==> src/rtl/lzd_norm_pipe.sv <==
// Pipelined leading-zero/leading-one counter with a normalising left shifter.
// Count is resolved before stage 1; the shift runs between stages 1 and 2 (or before stage 1 when STAGES=1).
module lzd_norm_pipe #(
  parameter int N      = 64,
  parameter int CW     = $clog2(N) + 1,
  parameter int STAGES = 2,
  parameter int TAG_W  = 8
) (
  input  logic             clk,
  input  logic             reset,
  input  logic             in_valid,
  output logic             in_ready,
  input  logic [N-1:0]     in_data,
  input  logic             in_mode,
  input  logic [TAG_W-1:0] in_tag,
  output logic             out_valid,
  input  logic             out_ready,
  output logic [CW-1:0]    out_cnt,
  output logic             out_zero,
  output logic [N-1:0]     out_norm,
  output logic [TAG_W-1:0] out_tag
);

  logic [N-1:0]  scan_word;
  logic [CW-1:0] lead_cnt;
  logic          lead_zero;
  logic          found;

  // Mode 1 looks for the first zero, so invert and reuse the first-one search.
  assign scan_word = in_mode ? ~in_data : in_data;
  assign lead_zero = (scan_word == '0);

  always_comb begin
    lead_cnt = CW'(N);
    found    = 1'b0;
    for (int i = N - 1; i >= 0; i--) begin
      if (!found && scan_word[i]) begin
        lead_cnt = CW'(N - 1 - i);
        found    = 1'b1;
      end
    end
  end

  logic [STAGES:1] v_reg;
  logic [STAGES:1] load;
  logic [STAGES:1] vld_src;
  logic [CW-1:0]    cnt_reg  [1:STAGES];
  logic             zero_reg [1:STAGES];
  logic [N-1:0]     data_reg [1:STAGES];
  logic [TAG_W-1:0] tag_reg  [1:STAGES];
  logic [CW-1:0]    cnt_src  [1:STAGES];
  logic             zero_src [1:STAGES];
  logic [N-1:0]     data_src [1:STAGES];
  logic [TAG_W-1:0] tag_src  [1:STAGES];

  genvar gi;
  generate
    for (gi = 1; gi <= STAGES; gi++) begin : g_src
      if (gi == 1) begin : g_head
        assign vld_src[gi]  = in_valid;
        assign cnt_src[gi]  = lead_cnt;
        assign zero_src[gi] = lead_zero;
        assign tag_src[gi]  = in_tag;
        // Stage 1 carries the raw word unless it is also the last stage.
        assign data_src[gi] = (STAGES == 1) ? (in_data << lead_cnt) : in_data;
      end else begin : g_tail
        assign vld_src[gi]  = v_reg[gi-1];
        assign cnt_src[gi]  = cnt_reg[gi-1];
        assign zero_src[gi] = zero_reg[gi-1];
        assign tag_src[gi]  = tag_reg[gi-1];
        assign data_src[gi] = (gi == 2) ? (data_reg[gi-1] << cnt_reg[gi-1])
                                        : data_reg[gi-1];
      end
    end
  endgenerate

  // A stage may load when empty or when everything below it can move; this
  // collapses bubbles even while the output is stalled.
  always_comb begin : ready_chain
    logic down;
    load = '0;
    down = out_ready;
    for (int k = STAGES; k >= 1; k--) begin
      load[k] = ~v_reg[k] | down;
      down    = load[k];
    end
  end

  assign in_ready = load[1] & ~reset;

  always_ff @(posedge clk) begin
    if (reset) begin
      v_reg <= '0;
      for (int k = 1; k <= STAGES; k++) begin
        cnt_reg[k]  <= '0;
        zero_reg[k] <= 1'b0;
        data_reg[k] <= '0;
        tag_reg[k]  <= '0;
      end
    end else begin
      for (int k = 1; k <= STAGES; k++) begin
        if (load[k]) begin
          v_reg[k] <= vld_src[k];
          if (vld_src[k]) begin
            cnt_reg[k]  <= cnt_src[k];
            zero_reg[k] <= zero_src[k];
            data_reg[k] <= data_src[k];
            tag_reg[k]  <= tag_src[k];
          end
        end
      end
    end
  end

  assign out_valid = v_reg[STAGES];
  assign out_cnt   = cnt_reg[STAGES];
  assign out_zero  = zero_reg[STAGES];
  assign out_norm  = data_reg[STAGES];
  assign out_tag   = tag_reg[STAGES];

endmodule

==> config.mk <==
export PLATFORM = sky130hd
export DESIGN_NAME = lzd_norm_pipe
export DESIGN_NICKNAME = d
export VERILOG_FILES = /design/src/rtl/lzd_norm_pipe.sv
export SDC_FILE = /design/constraint.sdc
export NUM_CORES = 1
export LEC_CHECK = 0
export CORE_MARGIN = 10
export CORE_UTILIZATION = 30
export CTS_CLUSTER_DIAMETER = 60
export DETAILED_ROUTE_END_ITERATION = 8
export GPL_TIMING_DRIVEN = 0
export PLACE_DENSITY = 0.49
export SYNTH_ARGS = -nofsm -noshare
export SYNTH_HDL_FRONTEND = slang
export SYNTH_SLANG_ARGS = --single-unit
==> constraint.sdc <==
create_clock -name clk -period 3.52 [get_ports clk]
set_clock_uncertainty 0.1 [all_clocks]
set_input_delay 0.704 -clock clk [delete_from_list [all_inputs] [get_ports clk]]
set_output_delay 0.704 -clock clk [all_outputs]
set_load 0.005 [all_outputs]
==> results.py <==
metrics = {
    "detailed_routing": {
        "postRouteAntennaNets": 0,
        "drt-total-wl_um": 41600,
        "wire_per_inst_um": 23.1,
        "initialDrtViolationCount": 843,
        "num_vias": 9734,
        "drt-pass1-iter-count": 5,
        "drt_drc_violations_left": 0,
        "per_cell_via_count_in_the_routed_design": 5.40,
    },
    "placed_design": {
        "detailedPlace.worstSlack_ns": -0.576,
        "place_congestion": 0.954,
        "place.port_buffers": 150,
        "detailedPlacementHpwl_um": 34700,
    },
    "flow_run": {
        "timing.max_cap.violations": 0,
    },
    "synth": {
        "post_synth_num_cell_types": 76,
        "synth.cell_area_um2": 11100,
        "synth-edff-count": 160,
        "post_synth_inst_count": 1149,
        "yosys.area.top_type": "sky130_fd_sc_hd__edfxtp_1",
        "ys_warn_count": 0,
        "synthDominantCellAreaShare": 0.431,
        "yosysSeqAreaShare": 0.435,
        "cell_types_occupying_the_most_area_after_synthesis": "sky130_fd_sc_hd__edfxtp_1 43%, sky130_fd_sc_hd__mux4_2 9.3%, sky130_fd_sc_hd__nand2_1 5.7%, sky130_fd_sc_hd__nor2_1 4.8%, sky130_fd_sc_hd__mux2i_1 3.5%",
        "mappedNetlistNets": 1226,
        "yosys_most_used_dff": "sky130_fd_sc_hd__edfxtp_1",
        "yosys_register_bits": 162,
        "synthArstFlopShare": 0,
        "avgSynthCellArea_um2": 9.69,
    },
    "global_route": {
        "pin_count_of_the_biggest_net_entering_global_routing": 66,
        "grt.total_usage": 0.182,
        "global_route_wire_length_before_repair_um": 62400,
        "antenna_violations_before_repair": 1,
        "number_of_global_route_vias_before_repair": 9839,
        "globalRoute.totalOverflow": 0,
    },
    "power_and_ir_drop": {
        "total_switching_power_uw": 1660,
        "power_density_nw_per_um2": 393,
        "swShare": 0.305,
        "cellInternalPower_uw": 3780,
        "share_clk_of_total_power": 0.329,
        "power_leakage_uw": 0.00515,
        "part_of_the_total_power_dissipated_in_sequential_elements": 0.430,
        "comb_power_share": 0.241,
        "peak_supply_drop_mv": 0.298,
    },
    "clock_network": {
        "worstSkewPairLatency_ns": 0.44,
        "post_cts.repair.setup_buffers": 0,
        "tritoncts.num_buffers": 17,
        "post_cts_hold_buffer_count": 0,
        "cts_root_buffer": "sky130_fd_sc_hd__clkbuf_16",
        "cts_max_path_buffers": 2,
        "cts_tree": "yes",
        "numClockSinks": 162,
        "clk_transition_reported_paths_ns": 0.06,
        "cts.htree.levels": 4,
    },
    "timing": {
        "worstMarginPinSlew_ns": 0.824,
        "period_share": 0.990,
        "timing.final.max_slew_violations": 0,
        "period_minus_slack_ns": 3.48,
        "final.setup.worst_slack_ns": 0.0355,
        "grt_setup_unrepaired": "true",
        "final_hold_vio_count": 0,
        "setup_viol_count_final": 0,
        "slew_headroom": 0.445,
        "max_clock_freq_ghz": 0.287,
    },
    "finish": {
        "insertedDiodeCount": 0,
        "layout_commonest_cell": "sky130_fd_sc_hd__nand2_1",
        "area_growth_pct": 24.4,
        "largest_register_ff_count": 128,
        "layout.core_utilization": 0.379,
        "fin_nets": 1397,
        "drive_above_1_share": 0.112,
        "layout_common_cells": "169 x sky130_fd_sc_hd__nand2_1, 160 x sky130_fd_sc_hd__edfxtp_1, 150 x sky130_fd_sc_hd__clkdlybuf4s50_1",
    },
    "die": {
        "initial_utilization": 0.304,
        "core_area_um2": 36600,
        "die_h_um": 213,
        "floorplan.die_area_um2": 45200,
        "chipWidth_um": 213,
        "design.portCount": 159,
        "floorplan.rows": 70,
    },
    "worst_setup_path": {
        "rrSetupSlack_ns": 0.30,
        "crit_type": "in -> out",
        "critical_path.endpoint_type": "output pin",
        "worst_ep_arrival_time_ns": 2.68,
        "cp-start-kind": "input port",
        "worstPathMaxFanout": 10,
        "worst-endpoint-required_ns": 2.72,
    },
    "status": {
        "status": "finished clean",
    },
    "worst_hold_path": {
        "worst_min_path_class": "reg -> reg",
    },
}
-- synthesized netlist by cell type (4+ instances only) --
cell type,n
sky130_fd_sc_hd__and3_1,59
sky130_fd_sc_hd__o21a_1,4
sky130_fd_sc_hd__buf_1,9
sky130_fd_sc_hd__a21oi_1,49
sky130_fd_sc_hd__inv_1,27
sky130_fd_sc_hd__buf_2,13
sky130_fd_sc_hd__nor3_1,22
sky130_fd_sc_hd__nor2b_1,11
sky130_fd_sc_hd__or2_2,4
sky130_fd_sc_hd__nor2_2,4
sky130_fd_sc_hd__mux2i_1,39
sky130_fd_sc_hd__o21ai_0,59
sky130_fd_sc_hd__o22a_1,15
sky130_fd_sc_hd__edfxtp_1,160
sky130_fd_sc_hd__a211oi_1,8
sky130_fd_sc_hd__o31a_1,5
sky130_fd_sc_hd__a31oi_1,16
sky130_fd_sc_hd__or4_1,7
sky130_fd_sc_hd__nor2_1,141
sky130_fd_sc_hd__o211ai_1,6
sky130_fd_sc_hd__mux2_2,17
sky130_fd_sc_hd__o22ai_2,4
sky130_fd_sc_hd__clkbuf_1,60
sky130_fd_sc_hd__or3_1,9
sky130_fd_sc_hd__nand3_1,30
sky130_fd_sc_hd__o221ai_1,4
sky130_fd_sc_hd__and2_1,15
sky130_fd_sc_hd__nand4_1,10
sky130_fd_sc_hd__o22ai_1,36
sky130_fd_sc_hd__o31ai_1,5
sky130_fd_sc_hd__nand2_1,169
sky130_fd_sc_hd__nand2b_1,13
sky130_fd_sc_hd__mux4_2,46
-- through the flow --
stage / instance area, um^2 / std cells / setup TNS, ns / power [uW] / hold slack, ns
final: 13900 / 1801 / 0 / 5440 / 0.418
after global routing: 13900 / 1801 / -0.0424 / 5680 / 0.428
after CTS: 13900 / 1801 / 0 / 5480 / 0.417
after detailed placement: 13300 / 1769 / -7.69 / 3690 / 0.405
after global placement: 13200 / 1767 / -248.06 / 3690 / 0.402
after floorplan: 11100 / 1149 / 0 / 3080 / 0.397
-- layer usage --
metal / GRT usage / wire [um] / vias up
met3: 0.0346 / 2190 / 51
met5: 0 / 13 / -
li1: - / - / 4671
met4: 0.0630 / 1150 / 2
met2: 0.312 / 20200 / 321
met1: 0.224 / 18100 / 4689
-- power by group through the flow --
stage	registers (uW)	logic, uW	clock network (uW)
2_1_floorplan	2360	712	0
5_1_grt	2350	1420	1910
4_1_cts	2340	1310	1840
3_5_place_dp	2380	1300	0
3_3_place_gp	2390	1300	0
6_report	2340	1310	1790
-- worst max-delay path, stage by stage --
cell                              delay, ns
sky130_fd_sc_hd__clkdlybuf4s50_1       0.44
sky130_fd_sc_hd__clkbuf_1              0.29
sky130_fd_sc_hd__a21oi_2               0.34
sky130_fd_sc_hd__clkbuf_2              0.31
sky130_fd_sc_hd__clkdlybuf4s50_1       0.59
-- timing repair --
| item | 4_1_cts | 5_1_grt |
|---|---|---|
| endpoints found under the setup margin | 2 | 12 |
| gates resized for setup | 4 | 4 |
| gates cloned | 0 | 0 |
-- worst paths after layout --
kind | from | end | depth (start not counted)
max | reset | in_ready | 5
min | tag_reg[1][4] | tag_reg[2][4] | 1
max reg2reg | cnt_reg[1][1] | data_reg[2][62] | 7
min reg2reg | tag_reg[1][4] | tag_reg[2][4] | 1
-- layout make-up --
cell class                 count  area, um^2
buffer                        87         375
clock buffer                  17         425
clock inverter                15         134
timing repair buffer         152        1550
multi-input combinational    871        5830
fill                        3751       22800
sequential                   162        4840
tap                          468         586
inverter                      29         109
-- logic make-up after synthesis --
family	Yosys count	synth area share
AOI/OAI and AO/OA	251	0.149
buffers and inverters	116	0.0429
and+or+nand+nor	513	0.220
xor gates and xnor gates	2	0.00157
DFF	162	0.435
muxes	105	0.151
No activity file was read; power rests on OpenSTA's default activity.
